===== src/rtl/decode_stage.sv =====
// ---------------------------------------------------------------------------
// decode_stage
//
// MIPS-subset instruction decode stage with a single-entry registered output
// and a valid/ready handshake on both sides.
//
// Build option:
//   DECODE_STAGE_HAZARD_EN - when defined, a load-use interlock inserts one
//                            bubble and counts it in bubble_cnt. When
//                            undefined, the hazard is tied to 0 and
//                            bubble_cnt stays 0.
//
// Ports:
//   clk, rst              rising-edge clock, asynchronous active-high reset
//   in_valid / in_ready   input handshake for instr and in_pc
//   instr, in_pc          instruction word and its address
//   flush                 discards the held entry and blocks the incoming one
//   out_valid / out_ready output handshake for the registered decode
//   op                    ALU op (AND 0000, OR 0001, ADD 0010, SUB 0110,
//                         NOR 1100, SLT 0111, undefined 1111)
//   ssel                  operand-B select (00 imm, 10 rs2)
//   imm                   sign-extended 16-bit immediate
//   rs1_id, rs2_id        source register IDs (0 when unused)
//   rdst_id               destination register ID (0 when unused)
//   jump_type             000 none, 001 beq, 010 j/jal, 011 jr, 100 bne
//   jump_addr             {zeros, instr[25:0]} for j/jal, else 0
//   we_dmem, we_regfile   store enable, register write enable
//   is_load               held instruction is a load
//   out_pc                PC of the held instruction
//   illegal               held instruction could not be decoded
//   bubble_cnt            number of load-use bubbles inserted (wraps)
// ---------------------------------------------------------------------------
module decode_stage #(
  parameter int unsigned DWIDTH = 32,
  parameter int unsigned CNT_W  = 16
) (
  input  logic              clk,
  input  logic              rst,
  input  logic              in_valid,
  output logic              in_ready,
  input  logic [DWIDTH-1:0] instr,
  input  logic [DWIDTH-1:0] in_pc,
  input  logic              flush,
  output logic              out_valid,
  input  logic              out_ready,
  output logic [3:0]        op,
  output logic [1:0]        ssel,
  output logic [DWIDTH-1:0] imm,
  output logic [4:0]        rs1_id,
  output logic [4:0]        rs2_id,
  output logic [4:0]        rdst_id,
  output logic [2:0]        jump_type,
  output logic [DWIDTH-1:0] jump_addr,
  output logic              we_dmem,
  output logic              we_regfile,
  output logic              is_load,
  output logic [DWIDTH-1:0] out_pc,
  output logic              illegal,
  output logic [CNT_W-1:0]  bubble_cnt
);

  // Primary opcodes
  localparam logic [5:0] OpcRtype = 6'b000000;
  localparam logic [5:0] OpcJ     = 6'b000010;
  localparam logic [5:0] OpcJal   = 6'b000011;
  localparam logic [5:0] OpcBeq   = 6'b000100;
  localparam logic [5:0] OpcBne   = 6'b000101;
  localparam logic [5:0] OpcAddi  = 6'b001000;
  localparam logic [5:0] OpcSlti  = 6'b001010;
  localparam logic [5:0] OpcLw    = 6'b100011;
  localparam logic [5:0] OpcSw    = 6'b101011;

  // R-type function codes
  localparam logic [5:0] FnJr  = 6'b001000;
  localparam logic [5:0] FnAdd = 6'b100000;
  localparam logic [5:0] FnSub = 6'b100010;
  localparam logic [5:0] FnAnd = 6'b100100;
  localparam logic [5:0] FnOr  = 6'b100101;
  localparam logic [5:0] FnNor = 6'b100111;
  localparam logic [5:0] FnSlt = 6'b101010;

  // ALU operations
  localparam logic [3:0] AluAnd = 4'b0000;
  localparam logic [3:0] AluOr  = 4'b0001;
  localparam logic [3:0] AluAdd = 4'b0010;
  localparam logic [3:0] AluSub = 4'b0110;
  localparam logic [3:0] AluNor = 4'b1100;
  localparam logic [3:0] AluSlt = 4'b0111;
  localparam logic [3:0] AluBad = 4'b1111;

  localparam logic [1:0] SselImm = 2'b00;
  localparam logic [1:0] SselRs2 = 2'b10;

  localparam logic [2:0] JtNone = 3'b000;
  localparam logic [2:0] JtBeq  = 3'b001;
  localparam logic [2:0] JtJmp  = 3'b010;
  localparam logic [2:0] JtJr   = 3'b011;
  localparam logic [2:0] JtBne  = 3'b100;

  localparam logic [4:0] RegRa = 5'd31;

  typedef struct packed {
    logic [3:0]        op;
    logic [1:0]        ssel;
    logic [DWIDTH-1:0] imm;
    logic [4:0]        rs1_id;
    logic [4:0]        rs2_id;
    logic [4:0]        rdst_id;
    logic [2:0]        jump_type;
    logic [DWIDTH-1:0] jump_addr;
    logic              we_dmem;
    logic              we_regfile;
    logic              is_load;
    logic              illegal;
    logic [DWIDTH-1:0] pc;
  } dec_t;

  // Instruction fields
  logic [5:0]        opcode;
  logic [4:0]        f_rs;
  logic [4:0]        f_rt;
  logic [4:0]        f_rd;
  logic [5:0]        funct;
  logic [DWIDTH-1:0] imm_sext;
  logic [DWIDTH-1:0] jaddr;

  assign opcode   = instr[31:26];
  assign f_rs     = instr[25:21];
  assign f_rt     = instr[20:16];
  assign f_rd     = instr[15:11];
  assign funct    = instr[5:0];
  assign imm_sext = {{(DWIDTH-16){instr[15]}}, instr[15:0]};
  assign jaddr    = {{(DWIDTH-26){1'b0}}, instr[25:0]};

  // R-type ALU function lookup
  logic       r_alu;
  logic [3:0] r_op;

  always_comb begin
    r_alu = 1'b1;
    r_op  = AluAdd;
    case (funct)
      FnAdd:   r_op = AluAdd;
      FnSub:   r_op = AluSub;
      FnAnd:   r_op = AluAnd;
      FnOr:    r_op = AluOr;
      FnNor:   r_op = AluNor;
      FnSlt:   r_op = AluSlt;
      default: r_alu = 1'b0;
    endcase
  end

  // Combinational decode of the incoming instruction
  dec_t dec;

  always_comb begin
    dec    = '0;
    dec.pc = in_pc;
    case (opcode)
      OpcRtype: begin
        if (r_alu) begin
          dec.op         = r_op;
          dec.ssel       = SselRs2;
          dec.rs1_id     = f_rs;
          dec.rs2_id     = f_rt;
          dec.rdst_id    = f_rd;
          dec.we_regfile = 1'b1;
        end else if (funct == FnJr) begin
          dec.rs1_id    = f_rs;
          dec.jump_type = JtJr;
        end else begin
          dec.op      = AluBad;
          dec.illegal = 1'b1;
        end
      end
      OpcAddi, OpcSlti, OpcLw: begin
        dec.op         = (opcode == OpcSlti) ? AluSlt : AluAdd;
        dec.ssel       = SselImm;
        dec.imm        = imm_sext;
        dec.rs1_id     = f_rs;
        dec.rdst_id    = f_rt;
        dec.we_regfile = 1'b1;
        dec.is_load    = (opcode == OpcLw);
      end
      OpcSw: begin
        dec.op      = AluAdd;
        dec.ssel    = SselImm;
        dec.imm     = imm_sext;
        dec.rs1_id  = f_rs;
        dec.rs2_id  = f_rt;
        dec.we_dmem = 1'b1;
      end
      OpcBeq, OpcBne: begin
        // Branch offset is carried in imm for target computation downstream
        dec.op        = AluSub;
        dec.ssel      = SselRs2;
        dec.imm       = imm_sext;
        dec.rs1_id    = f_rs;
        dec.rs2_id    = f_rt;
        dec.jump_type = (opcode == OpcBne) ? JtBne : JtBeq;
      end
      OpcJ: begin
        dec.jump_type = JtJmp;
        dec.jump_addr = jaddr;
      end
      OpcJal: begin
        dec.jump_type  = JtJmp;
        dec.jump_addr  = jaddr;
        dec.rdst_id    = RegRa;
        dec.we_regfile = 1'b1;
      end
      default: begin
        dec.op      = AluBad;
        dec.illegal = 1'b1;
      end
    endcase
  end

  // Output register
  logic out_valid_q;
  logic out_valid_d;
  dec_t held_q;
  logic accept;
  logic hazard;
  logic bubble;

`ifdef DECODE_STAGE_HAZARD_EN
  // Unused source fields decode to 0 and a zero destination is excluded,
  // so comparing the decoded IDs directly only matches real dependencies.
  assign hazard = out_valid_q && held_q.is_load && (held_q.rdst_id != 5'd0) && in_valid &&
                  ((dec.rs1_id == held_q.rdst_id) || (dec.rs2_id == held_q.rdst_id));
`else
  assign hazard = 1'b0;
`endif

  assign in_ready = (!out_valid_q || out_ready) && !hazard && !flush;
  assign accept   = in_valid && in_ready;
  // A bubble is only a cycle where the load actually leaves with the consumer stalled
  assign bubble   = hazard && out_ready && !flush;

  always_comb begin
    out_valid_d = out_valid_q;
    if (flush) begin
      out_valid_d = 1'b0;
    end else if (accept) begin
      out_valid_d = 1'b1;
    end else if (out_ready) begin
      out_valid_d = 1'b0;
    end
  end

  always_ff @(posedge clk or posedge rst) begin
    if (rst) begin
      out_valid_q <= 1'b0;
      held_q      <= '0;
    end else begin
      out_valid_q <= out_valid_d;
      if (accept) begin
        held_q <= dec;
      end
    end
  end

`ifdef DECODE_STAGE_HAZARD_EN
  logic [CNT_W-1:0] bubble_cnt_q;

  always_ff @(posedge clk or posedge rst) begin
    if (rst) begin
      bubble_cnt_q <= '0;
    end else if (bubble) begin
      bubble_cnt_q <= bubble_cnt_q + CNT_W'(1);
    end
  end

  assign bubble_cnt = bubble_cnt_q;
`else
  logic bubble_unused;
  assign bubble_unused = bubble;
  assign bubble_cnt    = '0;
`endif

  assign out_valid  = out_valid_q;
  assign op         = held_q.op;
  assign ssel       = held_q.ssel;
  assign imm        = held_q.imm;
  assign rs1_id     = held_q.rs1_id;
  assign rs2_id     = held_q.rs2_id;
  assign rdst_id    = held_q.rdst_id;
  assign jump_type  = held_q.jump_type;
  assign jump_addr  = held_q.jump_addr;
  assign we_dmem    = held_q.we_dmem;
  assign we_regfile = held_q.we_regfile;
  assign is_load    = held_q.is_load;
  assign out_pc     = held_q.pc;
  assign illegal    = held_q.illegal;

endmodule


===== config.mk =====
export PLATFORM = sky130hd
export DESIGN_NAME = decode_stage
export DESIGN_NICKNAME = d
export VERILOG_FILES = /design/src/rtl/decode_stage.sv
export SDC_FILE = /design/constraint.sdc
export NUM_CORES = 1
export LEC_CHECK = 0
export CORE_MARGIN = 4
export CORE_UTILIZATION = 38
export DETAILED_ROUTE_END_ITERATION = 16
export PLACE_DENSITY = 0.76
export RECOVER_POWER = 50
export SETUP_SLACK_MARGIN = 0.05
export SYNTH_ARGS = -nofsm -noshare
export SYNTH_HDL_FRONTEND = slang
export SYNTH_SLANG_ARGS = --single-unit

===== constraint.sdc =====
create_clock -name clk -period 3.3 [get_ports clk]
set_clock_uncertainty 0.15 [all_clocks]
set_input_delay 0.495 -clock clk [delete_from_list [all_inputs] [get_ports clk]]
set_output_delay 0.495 -clock clk [all_outputs]
set_load 0.01 [all_outputs]

Word-level counts from Yosys, hierarchy flattened:

Index checks and enable logic that the tools add are counted.

* flip-flop bits (word level): 125
* word-level logic and storage cells: 74

* equality and inequality tests: 15
* multiplexer cells: 30
* reduce and logical (&&, ||, !) cells: 15

Operators with widths (count)
* 6-bit equality test (second input constant): 8
* 4-bit case mux with 5 select lines: 2
* 32-bit 2-to-1 mux: 1
* 26-bit 2-to-1 mux: 1
* 5-bit case mux with 2 select lines: 2
* 6-bit by 4-bit equality test with 1-bit output (second input constant): 3
* 5-bit case mux with 3 select lines: 1
* 6-bit by 2-bit equality test with 1-bit output (second input constant): 2
* 6-bit by 3-bit equality test with 1-bit output (second input constant): 2
* 6-bit OR reduction: 2
* 10-bit 2-to-1 mux: 1
* 5-bit 2-to-1 mux: 2
* 1-bit 2-to-1 mux: 9
* 3-bit case mux with 3 select lines: 1
* 4-bit 2-to-1 mux: 2
* 8-bit OR reduction: 1
* 6-bit zero test: 1
* 2-bit 2-to-1 mux: 3
* 3-bit 2-to-1 mux: 2
* 3-bit OR reduction: 2
* 1-bit case mux with 2 select lines: 2
* 2-bit case mux with 2 select lines: 1
* 2-bit OR reduction: 2
* 4-bit OR reduction: 1
* 4 further kinds: 6

Longest topological paths before layout:

Gate-level depths: netlist (run 1).

* word-level depth: 6
* gate-level depth with buffers: 8

Worst setup path before layout (run 1):

OpenSTA, ideal clock, no wires.

* path kind: input to register
* from: input instr[26]
* to: register held_q, in the netlist rs1_id[0]
* setup time: 0.065 ns
* arrival: 1.677 ns
* required time: 3.085 ns
* setup slack: 1.408 ns
* cell stages on the path: 6
* buffers on the path: 1
* cells stage by stage: buf_2 or3_4 nor3_1 o211ai_1 a21oi_4 a22o_1

* cells in the longest elaborated chain, start to end: 3
* elaborated cells on any way between the ends: 9
* classes of those cells: 6 x eq/ne; 1 x mux; 2 x reduce/logical

Ends and longest elaborated chain
* start: declaration: RTL line 41 `input logic [DWIDTH-1:0] instr,`
* 6-bit by 4-bit equality test with 1-bit output (tied with other cells): RTL line 159 `case (opcode)`
* 6-bit OR reduction (no source line)
* 5-bit case mux with 2 select lines *: RTL line 159
* end signal: assignment: RTL line 255 `held_q <= '0;`
* end signal: assignment: RTL line 259 `held_q <= dec;`
* end: declaration: RTL line 222 `dec_t held_q;`

Every way passes the cells marked *; elsewhere a longest branch is shown, timed or not.
A chain may end at the register's enable or synchronous reset.

Final worst setup path (run 1):

* from: input out_ready
* to: output in_ready

* cells in the longest elaborated chain, start to end: 2

Ends and longest elaborated chain
* start: declaration: RTL line 45 `input logic out_ready,`
* 1-bit logical OR: RTL line 236 `assign in_ready = (!out_valid_q || out_ready) && !hazard && !flush;`
* 1-bit logical AND: RTL line 236
* end: declaration: RTL line 40 `output logic in_ready,`

Every way passes these cells.

==> impl_metrics.toml, run 1 <==
[logic_synthesis]
synth_area_leaders = "dfrtp_1, nand2_1, a22o_1"
syn_inst = 465
synth_xor_area_share_pct = 0.376
yosys.area_share.simple_pct = 17.5
synth_top_family_by_area = "simple AND/OR/NAND/NOR gates"
yosys_register_bits = 102
synth_area_um2 = 4660
synth_top_cell_area_share_pct = 54.8
synthAdderAreaFrac_pct = 0
synth.area.mux_share_pct = 0.215
yosysSeqAreaShare_pct = 54.8
async_flop_share_pct = 100
synth.avg_cell_area_um2 = 10.0
yosys.area.top_type = "dfrtp_1"
synth_edf_count = 0
yosys_warnings = 0
synth.distinct_cells = 51
ys.flop_type = "dfrtp_1"
synth_compound_area_share_pct = 17.0

[setup_path]
endpoint_kind = "primary output"
r2r-start = "out_valid$_DFFE_PP0P_"
crit_type = "input pin to primary output"
worstSetupStartpoint = "out_ready"
cp_max_fo = 4
critPathRequiredTime_ps = 2650
cp-start-kind = "input pin"
arrival_ps = 1900

[timing]
max_slew_margin_pct = 7.38
fmax_ghz = 0.393
finalHoldViolCount = 0
setup_ws_ps = 758
finalCriticalPeriod_ps = 2540
setup_viol = 0
setup-tns-final_ps = 0
fin_crit_sh_pct = 77.0
drv_slew = 0
hold_slack_ps = 323
worstMarginPinSlew_ps = 1390
rsz0062_at_grt = "no"

[clocking]
clockBufferDepth = 2
clock-sinks = 102
cts_hold_buffers = 0
cts_resized = 0
clk_latency_ps = 340
root_buffer = "clkbuf_16"
cts_buffers = 9
post_cts_buffers = 0
cts_tree = "built"
clk_pin_slew_ps = 70
htree_levels = 3

[cells_and_area]
drive_gt1_share_pct = 7.46
final_common_cell = "nand2_1"
num_antenna_cells = 0
fin_nets = 694
final_core_util_pct = 56.1
syn_to_final_growth_pct = 44.7
most-common-layout-cells = "nand2_1, clkdlybuf4s50_1, dfrtp_1"

[route]
drt-vias-per-instance = 5.05
wl_mm = 13.1
num_vias = 3923
drc = 0
top_layer = "met4"
ant_nets = 0
drt_iter0_drc = 248
wl_met1_mm = 5.52
wl_met3_um = 671
met2_length_mm = 6.65
firstDrtPassIters = 4
wl_per_cell_um = 16.8

[die]
start_util_pct = 38.8
core-area_um2 = 12000
die_h_um = 119
rows = 40
die_w_um = 119
die_area_um2 = 14100
io_pins = 211

[grt]
antenna_found_initial = 0
grt-ovfl-total = 0
grt_pass1_wl_mm = 20.8
grt_pass1_vias = 3884
grt_max_degree = 103
grt.total_usage_pct = 18.3

[power]
ir_drop_mv = 0.298
totalPowerFinal_w = 0.00309
power_density_nw_per_um2 = 458
p_leak_nw = 3.13

[placement]
dp_slack_ps = 520
hpwlAfterDp_mm = 9.63
gp_congestion = 0.824
io_buffers = 187

[worst_hold_path]
min-delay-start = "out_pc[22]$_DFFE_PP0P_"
hold_class = "flop to flop"

[status]
status = "completed"

[job]
maxCapViolCount = 0
## metrics by stage
step	std cells	area [um2]
final	777	6740
after global placement	761	6430
after CTS	777	6760
after global routing	777	6740
after detailed placement	761	6430
after floorplan	487	4750
## final timing paths
kind	to	slack, ps	cells past startpoint
worst max-delay path	in_ready	760	4
min in group asynchronous	out_pc[31]$_DFFE_PP0P_	1000	3
worst min register to register	out_pc[22]$_DFFE_PP0P_	320	2
worst max register to register	out_pc[6]$_DFFE_PP0P_	1120	6
max in group asynchronous	op[2]$_DFFE_PP0P_	1140	3
worst min-delay path	out_pc[22]$_DFFE_PP0P_	320	2
## cells in the mapped netlist (all sizes together) (2+ instances only)
cell type	n
a2111oi	2
o21ai	30
or2	2
and3	4
nand3	3
dfrtp	102
a221oi	5
nand2b	4
nor3b	4
nor3	4
buf	53
or3	5
nand2	142
nor2	12
clkbuf	16
inv	3
a22o	37
nor2b	2
o22a	4
a21o	2
o211ai	3
a21oi	7
## sequential cells by signal, indices dropped and copies added, names as in the netlist
| register | count |
|---|---|
| we_dmem | 1 |
| out_valid | 1 |
| illegal | 1 |
| jump_addr | 26 |
| imm | 16 |
| jump_type | 3 |
| rs2_id | 5 |
| we_regfile | 1 |
| rs1_id | 5 |
| op | 4 |
| out_pc | 32 |
| is_load | 1 |
| ssel | 1 |
| rdst_id | 5 |
## layer usage
layer / up-vias / GRT usage [%]
met5: - / 0
met4: 0 / 6.73
met3: 17 / 3.68
met2: 134 / 30.9
met1: 1924 / 23.3
li1: 1848 / -
## power breakdown
| part | switching (W) | leakage (nW) | internal [W] |
|---|---|---|---|
| Combinational | 0.000271 | 1.63 | 0.000279 |
| Clock | 0.000463 | 0.156 | 0.000687 |
| Sequential | 0.0000487 | 1.34 | 0.00134 |
| Total | 0.000783 | 3.13 | 0.00230 |
## worst max-delay path, stage by stage
cell and delay (ps):
clkdlybuf4s50_1 460, nor2b_1 50, nor2_1 270, clkdlybuf4s50_1 620
## cell type report
class / count / area (um2)
fillers: 1064 / 5270
multi-input cells: 313 / 1730
well taps: 147 / 184
repair buffers: 196 / 1940
clock buffers: 11 / 243
clock inverters: 5 / 81.3
inverters: 3 / 15.0
flip-flops and latches: 102 / 2550
## cell families (layout without fill, tap and decap cells)
kind of cell	Yosys count	in the layout
AO/OA/AOI/OAI	100	100
XOR/XNOR	2	2
buffers and inverters	72	215
flip-flops	102	102
multiplexers	1	1
other	1	23
AND/OR/NAND/NOR	187	187
No activity file was read; power rests on OpenSTA's default activity.
==> inputs of run 2 (changes only) <==
--- a/config.mk
+++ b/config.mk
@@ -6,9 +6,9 @@
 export NUM_CORES = 1
 export LEC_CHECK = 0
 export CORE_MARGIN = 4
-export CORE_UTILIZATION = 38
+export CORE_UTILIZATION = 42
 export DETAILED_ROUTE_END_ITERATION = 16
-export PLACE_DENSITY = 0.76
+export PLACE_DENSITY = 0.8
 export RECOVER_POWER = 50
 export SETUP_SLACK_MARGIN = 0.05
 export SYNTH_ARGS = -nofsm -noshare
==> constraint.sdc (replaced) <==
create_clock -name clk -period 2.7 [get_ports clk]
set_clock_uncertainty 0.15 [all_clocks]
set_input_delay 0.405 -clock clk [delete_from_list [all_inputs] [get_ports clk]]
set_output_delay 0.405 -clock clk [all_outputs]
set_load 0.01 [all_outputs]
==> impl_metrics.toml, run 2 (synthesized netlist as in run 1, its figures left out) <==
[power]
power_density_nw_per_um2 = 484
ir_drop_mv = 0.223
p_seq_share_pct = 52.8
intPower_w = 0.00233
power_frac_clock_pct = 25.7
p_leak_nw = 3.01
p_switching_w = 0.000882
swShare_pct = 27.5
combPwrFrac_pct = 21.5

[route]
drc = 0
drt_iter0_drc = 257
num_vias = 3913
wl_met3_um = 718
met2_length_mm = 6.48
ant_nets = 0
top_layer = "met4"
drt-vias-per-instance = 5.05
wl_per_cell_um = 16.5
wl_met1_mm = 5.35
firstDrtPassIters = 4
wl_mm = 12.8

[clocking]
clock-sinks = 102
clk_pin_slew_ps = 90
root_buffer = "clkbuf_8"
cts_tree = "built"
cts_buffers = 9
clk_latency_ps = 340
htree_levels = 3
cts_hold_buffers = 0
cts_resized = 0
clockBufferDepth = 2
post_cts_buffers = 0

[placement]
io_buffers = 187
hpwlAfterDp_mm = 9.75
place_area_um2 = 6500
gp_congestion = 0.917

[job]
maxCapViolCount = 0

[timing]
fin_crit_sh_pct = 87.4
fmax_ghz = 0.424
setup_viol = 0
setup-tns-final_ps = 0
finalHoldViolCount = 0
drv_slew = 0
finalCriticalPeriod_ps = 2360
worstMarginPinSlew_ps = 779
hold_slack_ps = 324
rsz0062_at_grt = "no"
max_slew_margin_pct = 48.1

[setup_path]
cp_max_fo = 4
critPathRequiredTime_ps = 2140
arrival_ps = 1800
cp-start-kind = "input pin"
endpoint_kind = "primary output"
crit_type = "input pin to primary output"

[grt]
grt-ovfl-total = 0
grt_pass1_wl_mm = 20.4
grt_pass1_vias = 3968
grt.total_usage_pct = 19.7
antenna_found_initial = 0
grt_max_degree = 67

[die]
die_area_um2 = 12800
die_w_um = 113
core-area_um2 = 10800
io_pins = 211
start_util_pct = 43.0
rows = 38
die_h_um = 113

[cells_and_area]
most-common-layout-cells = "clkdlybuf4s50_1, nand2_1, dfrtp_1"
drive_gt1_share_pct = 7.72
fin_nets = 699
design_area_um2 = 6630
seqCellArea_um2 = 2550
multiInputGateArea_um2 = 1730
syn_to_final_growth_pct = 42.4
final_core_util_pct = 61.2
final_common_cell = "clkdlybuf4s50_1"
largest_reg_flops = 32
fillers = 907
num_antenna_cells = 0

[status]
status = "completed"

[worst_hold_path]
hold_class = "flop to flop"
[run 2: path summary, 6_finish.rpt]
path                                  startpoint                       end  slack [ps]  depth (start not counted)
setup / recovery                       out_ready                  in_ready         340                          4
hold / removal             out_pc[1]$_DFFE_PP0P_     out_pc[1]$_DFFE_PP0P_         320                          2
min in group asynchronous                    rst     out_pc[5]$_DFFE_PP0P_         410                          2
hold reg to reg            out_pc[1]$_DFFE_PP0P_     out_pc[1]$_DFFE_PP0P_         320                          2
max in group asynchronous                    rst  jump_addr[3]$_DFFE_PP0P_         790                          3
setup reg to reg           out_valid$_DFFE_PP0P_  jump_type[0]$_DFFE_PP0P_         390                          6
[run 2: critical path, stage by stage]
cell,delay (ps)
clkdlybuf4s50_1,460
nor2b_1,50
nor2_1,270
clkdlybuf4s50_1,620
[run 2: area by class of cell]
cell class | instances | share of cell area (%)
Sequential cell | 102 | 38.5
Timing Repair Buffer | 201 | 30.3
Tap cell | 140 | 2.64
Inverter | 3 | 0.189
Multi-Input combinational cell | 313 | 26.0
Clock buffer | 12 | 2.04
Clock inverter | 4 | 0.358
[run 2: power by group through the flow]
| stage | Sequential (W) | Combinational (W) | Clock, W |
|---|---|---|---|
| 3_3_place_gp | 0.00172 | 0.000699 | 0 |
| 4_1_cts | 0.00170 | 0.000716 | 0.000849 |
| 3_5_place_dp | 0.00173 | 0.000714 | 0 |
| 2_1_floorplan | 0.00177 | 0.000271 | 0 |
| 5_1_grt | 0.00171 | 0.000750 | 0.000912 |
| 6_report | 0.00169 | 0.000692 | 0.000825 |
[run 2: routing by layer]
| metal | vias to the layer above | track usage (%) |
|---|---|---|
| met4 | 0 | 5.85 |
| met2 | 135 | 34.1 |
| met5 | - | 0 |
| met1 | 1915 | 25.1 |
| li1 | 1842 | - |
| met3 | 21 | 4.12 |
[run 2: through the flow]
stage               total power, W  instances  setup WS [ps]
floorplan                  0.00204        487            898
global placement           0.00242        759            255
detailed placement         0.00244        759            150
CTS                        0.00326        775            335
global route               0.00337        775            242
finish                     0.00321        775            341
